## src/rtl/fetch_ctrl.sv

```systemverilog
// fetch_ctrl: credit-limited sequential RV32I prefetch into the prefetch FIFO; redirect flushes and drops stale responses.
// Response->FIFO write is combinational; req_valid_o uses registered credit only. FETCH_ERR_EN adds a FAULT stop on bus error.
module fetch_ctrl #(
  parameter int C_XLEN            = 32,
  parameter int C_FIFO_DEPTH_X    = 2,
  parameter int C_MAX_OUTSTANDING = 4
) (
  input  logic                 clk_i,
  input  logic                 reset_i,
  input  logic                 redirect_i,
  input  logic [C_XLEN-1:0]    redirect_pc_i,
  input  logic                 halt_i,
  output logic                 idle_o,
  output logic                 req_valid_o,
  input  logic                 req_ready_i,
  output logic [C_XLEN-1:0]    req_addr_o,
  input  logic                 resp_valid_i,
  input  logic [31:0]          resp_data_i,
  input  logic                 resp_err_i,
  output logic                 fifo_flush_o,
  output logic                 fifo_wr_o,
  output logic [C_XLEN+32:0]   fifo_din_o,
  input  logic                 fifo_rd_i
);

  localparam int D  = 2 ** C_FIFO_DEPTH_X;
  localparam int LW = C_FIFO_DEPTH_X + 1;
  localparam int CW = $clog2(C_MAX_OUTSTANDING + 1);

  typedef enum logic [1:0] {
    S_IDLE,
    S_FETCH,
    S_DRAIN
`ifdef FETCH_ERR_EN
    ,S_FAULT
`endif
  } state_t;

  state_t              state_q, state_d;
  logic [LW-1:0]       level_q, level_d;
  logic [CW-1:0]       live_q, live_d;
  logic [CW-1:0]       disc_q, disc_d;
  logic [C_XLEN-1:0]   fetch_pc_q, fetch_pc_d;
  logic [C_XLEN-1:0]   resp_pc_q, resp_pc_d;

  logic                accept;
  logic                resp_drop;
  logic                resp_live;
  logic                pop;
  logic                err_bit;
  logic [31:0]         credit_used;
  logic [31:0]         outstanding;
  logic [C_XLEN-1:0]   redirect_pc_al;

  // Credit is computed from registered counters only, so req_valid_o never
  // combinationally depends on redirect, responses or pops.
  assign credit_used = 32'(level_q) + 32'(live_q);
  assign outstanding = 32'(live_q) + 32'(disc_q);
  assign req_valid_o = (state_q == S_FETCH) && (credit_used < 32'(D))
                       && (outstanding < 32'(C_MAX_OUTSTANDING));
  assign req_addr_o  = fetch_pc_q;
  assign idle_o      = (state_q == S_IDLE);

  assign accept    = req_valid_o & req_ready_i;
  // A response with nothing live and nothing to discard has no slot; never write it.
  assign resp_drop = resp_valid_i & (disc_q != '0);
  assign resp_live = resp_valid_i & (disc_q == '0) & (live_q != '0);
  assign pop       = fifo_rd_i & (level_q != '0);

  assign redirect_pc_al = {redirect_pc_i[C_XLEN-1:2], 2'b00};

`ifdef FETCH_ERR_EN
  assign err_bit = resp_err_i;
  logic [1:0] unused_bits;
  assign unused_bits = redirect_pc_i[1:0];
`else
  assign err_bit = 1'b0;
  logic [2:0] unused_bits;
  assign unused_bits = {resp_err_i, redirect_pc_i[1:0]};
`endif

  assign fifo_flush_o = reset_i | redirect_i;
  assign fifo_wr_o    = resp_live & ~redirect_i;
  assign fifo_din_o   = {err_bit, resp_pc_q, resp_data_i};

  always_comb begin
    state_d    = state_q;
    level_d    = level_q;
    live_d     = live_q;
    disc_d     = disc_q;
    fetch_pc_d = fetch_pc_q;
    resp_pc_d  = resp_pc_q;
    if (redirect_i) begin
      // Everything still in flight, including this cycle's accept, becomes stale.
      level_d    = '0;
      live_d     = '0;
      disc_d     = disc_q + live_q + CW'(accept) - CW'(resp_drop | resp_live);
      fetch_pc_d = redirect_pc_al;
      resp_pc_d  = redirect_pc_al;
      state_d    = halt_i ? S_DRAIN : S_FETCH;
    end else begin
      level_d = level_q + LW'(fifo_wr_o) - LW'(pop);
      live_d  = live_q + CW'(accept) - CW'(resp_live);
      disc_d  = disc_q - CW'(resp_drop);
      if (accept)    fetch_pc_d = fetch_pc_q + C_XLEN'(4);
      if (resp_live) resp_pc_d  = resp_pc_q + C_XLEN'(4);
      case (state_q)
        S_FETCH: if (halt_i) state_d = S_DRAIN;
        S_DRAIN: if ((live_d == '0) && (disc_d == '0)) state_d = S_IDLE;
        default: state_d = state_q;
      endcase
`ifdef FETCH_ERR_EN
      if (fifo_wr_o && resp_err_i) begin
        disc_d  = disc_d + live_d;
        live_d  = '0;
        state_d = S_FAULT;
      end
`endif
    end
  end

  always_ff @(posedge clk_i) begin
    if (reset_i) begin
      state_q    <= S_IDLE;
      level_q    <= '0;
      live_q     <= '0;
      disc_q     <= '0;
      fetch_pc_q <= '0;
      resp_pc_q  <= '0;
    end else begin
      state_q    <= state_d;
      level_q    <= level_d;
      live_q     <= live_d;
      disc_q     <= disc_d;
      fetch_pc_q <= fetch_pc_d;
      resp_pc_q  <= resp_pc_d;
    end
  end

  a_level_bound: assert property (@(posedge clk_i) disable iff (reset_i)
    32'(level_q) <= 32'(D));
  a_outstanding_bound: assert property (@(posedge clk_i) disable iff (reset_i)
    outstanding <= 32'(C_MAX_OUTSTANDING));
  a_resp_has_slot: assert property (@(posedge clk_i) disable iff (reset_i)
    resp_valid_i |-> ((live_q != '0) || (disc_q != '0)));

endmodule

```

## config.mk

```make
export PLATFORM = sky130hd
export DESIGN_NAME = fetch_ctrl
export DESIGN_NICKNAME = d
export VERILOG_FILES = /design/src/rtl/fetch_ctrl.sv
export SDC_FILE = /design/constraint.sdc
export NUM_CORES = 1
export LEC_CHECK = 0
export CORE_MARGIN = 2
export CORE_UTILIZATION = 48
export CTS_CLUSTER_SIZE = 30
export DETAILED_ROUTE_END_ITERATION = 8
export GPL_TIMING_DRIVEN = 0
export PLACE_DENSITY = 0.95
export SYNTH_ARGS = -nofsm -noshare
export SYNTH_HDL_FRONTEND = slang
export SYNTH_SLANG_ARGS = --single-unit
```

## constraint.sdc

```tcl
create_clock -name clk_i -period 7.4 [get_ports clk_i]
set_input_delay 1.11 -clock clk_i [delete_from_list [all_inputs] [get_ports clk_i]]
set_output_delay 1.11 -clock clk_i [all_outputs]
set_load 0.05 [all_outputs]
```

==> results.txt <==
- The max-slew violation total from the final report came to 0.
* RSZ-0062 raised after global routing: no
- Die outline width: 101 µm
* Worst-case vdd ir drop: 0.139 mV
* Number of port buffers: 130
- The number of gates resized after CTS was 0.
- Synth warnings: 0
- Slew of the pin with the lowest slew margin: 0.834 ns
* Critical-path top delay cell: sky130_fd_sc_hd__clkdlybuf4s50_1
* Leading cell type in the layout, fill and taps excluded: sky130_fd_sc_hd__clkdlybuf4s50_1
- Class of the tightest hold or removal check: register to register
- In this design, the stage delay of the slowest critical-path cell is 0.74 ns.
* Critical path arrival: 3.24 ns
- After synthesis the cells add up to 4510 µm².
- Classification of the worst setup path: input port to output port
- Final worst path period need: 4.35 ns
- Fill cells in the final layout number 722.
- Max-Cap Viols: 0
- The first global-routing pass estimated 21.3 mm of wire.
* Register bit count reported by yosys: 71
- Area share of the leading cell type in the synthesized netlist: 0.315
- Share of final-layout standard cells stronger than drive strength 1: 0.127
- Primary FF master, synth: sky130_fd_sc_hd__dfxtp_1
* Cell seen most often among critical-path stages: sky130_fd_sc_hd__clkbuf_1
* RePlAce Congestion: 0.926
- In this run the core area contains 35 standard-cell rows.
* Summed negative setup slack over all endpoints: 0 ns
* Register clock-pin slew on the reported worst setup and hold paths: 0.08 ns
* Global route overflow: 0
- Excluding fillers, the count of instances in the completed layout stands at 774.
* Number of DRC markers in iteration 0: 318
* Final setup violation count: 0
- Residual DRC count: 0
* Final Hold Violating Endpoints: 0
- The repair_antennas step left the layout with diodes totalling 0.
- Timing would allow up to 0.230 GHz.
- Critical Path RT: 6.29 ns
* Number of buffers created by CTS: 9
* Die height: 101 µm
- At the end of the flow, the number of nets in the layout was 748.
* Post-route fraction of the period consumed by the critical path: 0.588
* Post-CTS repair timing setup buffer count: 0
* Outcome: finished clean
- For this design the ratio of total power to cell area is 193 nW/µm².
- Worst path cell trace: clkbuf_1 > clkbuf_1 > buf_1 > nor2_1 > clkdlybuf4s50_1
- DRT antenna net count: 0
- The largest total area in the synthesized netlist belongs to sky130_fd_sc_hd__dfxtp_1.
- The initial antenna violation count came to 0.
- Detailed-route via count: 4477
- Of all flip-flops after synthesis, the portion carrying an async set or reset was 0.
* Worst Setup End Kind: output port
* First-pass DRT Iterations: 5
- The worst setup path is launched from an input port.
- Num ports: 173
- Maximum number of pins on one net before global-route repair: 12
- Core footprint: 9200 µm²
- Routed WL: 13.7 mm
- CP max FO: 10
* Proportion of synthesized chip area in sequential cells: 0.315
- A synthesized cell averages 8.79 µm².
* Power consumption: 1180 µW
- The via count of the first global-routing pass is 4435.
* EDFF count, synth: 0
* Area occupied by multi-input gates: 2540 µm²
- Summing all flip-flop and latch instances after layout gives 1420 µm².
- The cell sitting at the root of the clock tree is a sky130_fd_sc_hd__clkbuf_8.
- Buffer depth of the longest clock path: 2
- The library cells used most frequently in the layout, excluding fill and tap cells, are 130 x sky130_fd_sc_hd__clkdlybuf4s50_1, 71 x sky130_fd_sc_hd__dfxtp_1, 47 x sky130_fd_sc_hd__inv_1, 38 x sky130_fd_sc_hd__buf_4, 35 x sky130_fd_sc_hd__xor2_1.
* Static leakage: 0.00243 µW
- For the final database, setup skew stands at 0.0104 ns.
* Detailed-placement wirelength estimate: 10.4 mm
- Cell count after synthesis: 513
- For this configuration, the core starts out at a cell density of 0.491.
- Buffers inserted to repair hold after CTS numbered 0.
- The H-tree was split into 3 levels.
- Netlist cell types: 56
* DR vias/cell: 5.78
- Measured against its own limit, the worst slew margin works out to 0.439.
* Global-route total usage across every layer: 0.265
* Worst hold slack after final layout: 0.560 ns
- The die covers 10200 µm².
* TritonCTS clock tree: yes
- Dividing the detail-routed wire length by the instance count gives 17.7 µm.
- For the worst-skew pair, the clock arrives at the later sink with an insertion delay of 0.36 ns.
* Placed Cells incl. Taps: 758
* Total number of clock tree sinks: 71
- Top cells by area in the synthesized netlist: sky130_fd_sc_hd__dfxtp_1 32%, sky130_fd_sc_hd__xor2_1 6.8%, sky130_fd_sc_hd__buf_4 6.3%
- Compared with the post-synthesis result, the final layout area differs by 36.2%.
==> sequential cells by signal, indices dropped and copies added (netlist names) <==
register and flops:
req_addr_o 30, disc_q 3, state_q 2, live_q 3
level_q 3, resp_pc_q 30
==> stage by stage <==
| step | util | worst slack (ns) | cell area (µm²) |
|---|---|---|---|
| floorplan | - | 3.82 | 4530 |
| global placement | 0.649 | 3.12 | 5970 |
| detailed placement | 0.649 | 3.06 | 5970 |
| CTS | 0.668 | 3.12 | 6140 |
| global route | 0.668 | 3.00 | 6140 |
| finish | 0.668 | 3.05 | 6140 |
==> power breakdown <==
part | switching, µW | leakage (µW) | internal [µW]
logic | 265 | 0.00176 | 175
clock network | 148 | 0.0000894 | 139
registers | 42.1 | 0.000588 | 414
total | 456 | 0.00243 | 729
==> layer usage <==
metal	GRT usage	share of wire
met1	0.310	0.39
met2	0.472	0.49
met3	0.0513	0.085
met4	0.110	0.033
met5	0	0
==> cell usage after synthesis, drive strengths merged (3+ instances only) <==
master	instances
o21bai	3
nand2	29
ha	14
and2	7
nand3	19
inv	48
xor2	35
o31a	4
nor4	19
nor2	21
nor3	12
a21oi	31
a21boi	44
fa	4
a31oi	4
and4	7
xnor2	21
nand4	23
clkbuf	14
and3	6
a211oi	4
dfxtp	71
buf	44
==> kinds of logic after synthesis <==
logic type                 Yosys count  share of synthesized area
muxes                                1                    0.00222
and+or+nand+nor                    152                      0.225
AOI/OAI and AO/OA                  107                      0.167
DFF                                 71                      0.315
adders and majority gates           18                     0.0566
xor gates and xnor gates            56                      0.109
other                                1                   0.000831
buffers and inverters              107                      0.125
==> layout make-up <==
type                       instances  area share
multi-input combinational        339       0.414
sequential                        71       0.231
timing repair buffer             130       0.212
buffer                            58      0.0615
inverter                          49      0.0301
clock buffer                      13      0.0259
tap                              111      0.0226
clock inverter                     3     0.00285
==> critical path, delay by kind of cell <==
family                 cells  cell delay (ns)
and+or+nand+nor            1             0.16
buffers and inverters      4             1.96
==> final timing paths <==
| path | start | to | slack [ns] | depth (start not counted) |
|---|---|---|---|---|
| setup / recovery | redirect_i | fifo_wr_o | 3.05 | 5 |
| hold / removal | req_addr_o[30] | req_addr_o[31] | 0.56 | 2 |
| setup reg to reg | live_q[0] | disc_q[2] | 3.82 | 12 |
| hold reg to reg | req_addr_o[30] | req_addr_o[31] | 0.56 | 2 |
Note: power is estimated with default switching activity, not from simulation.
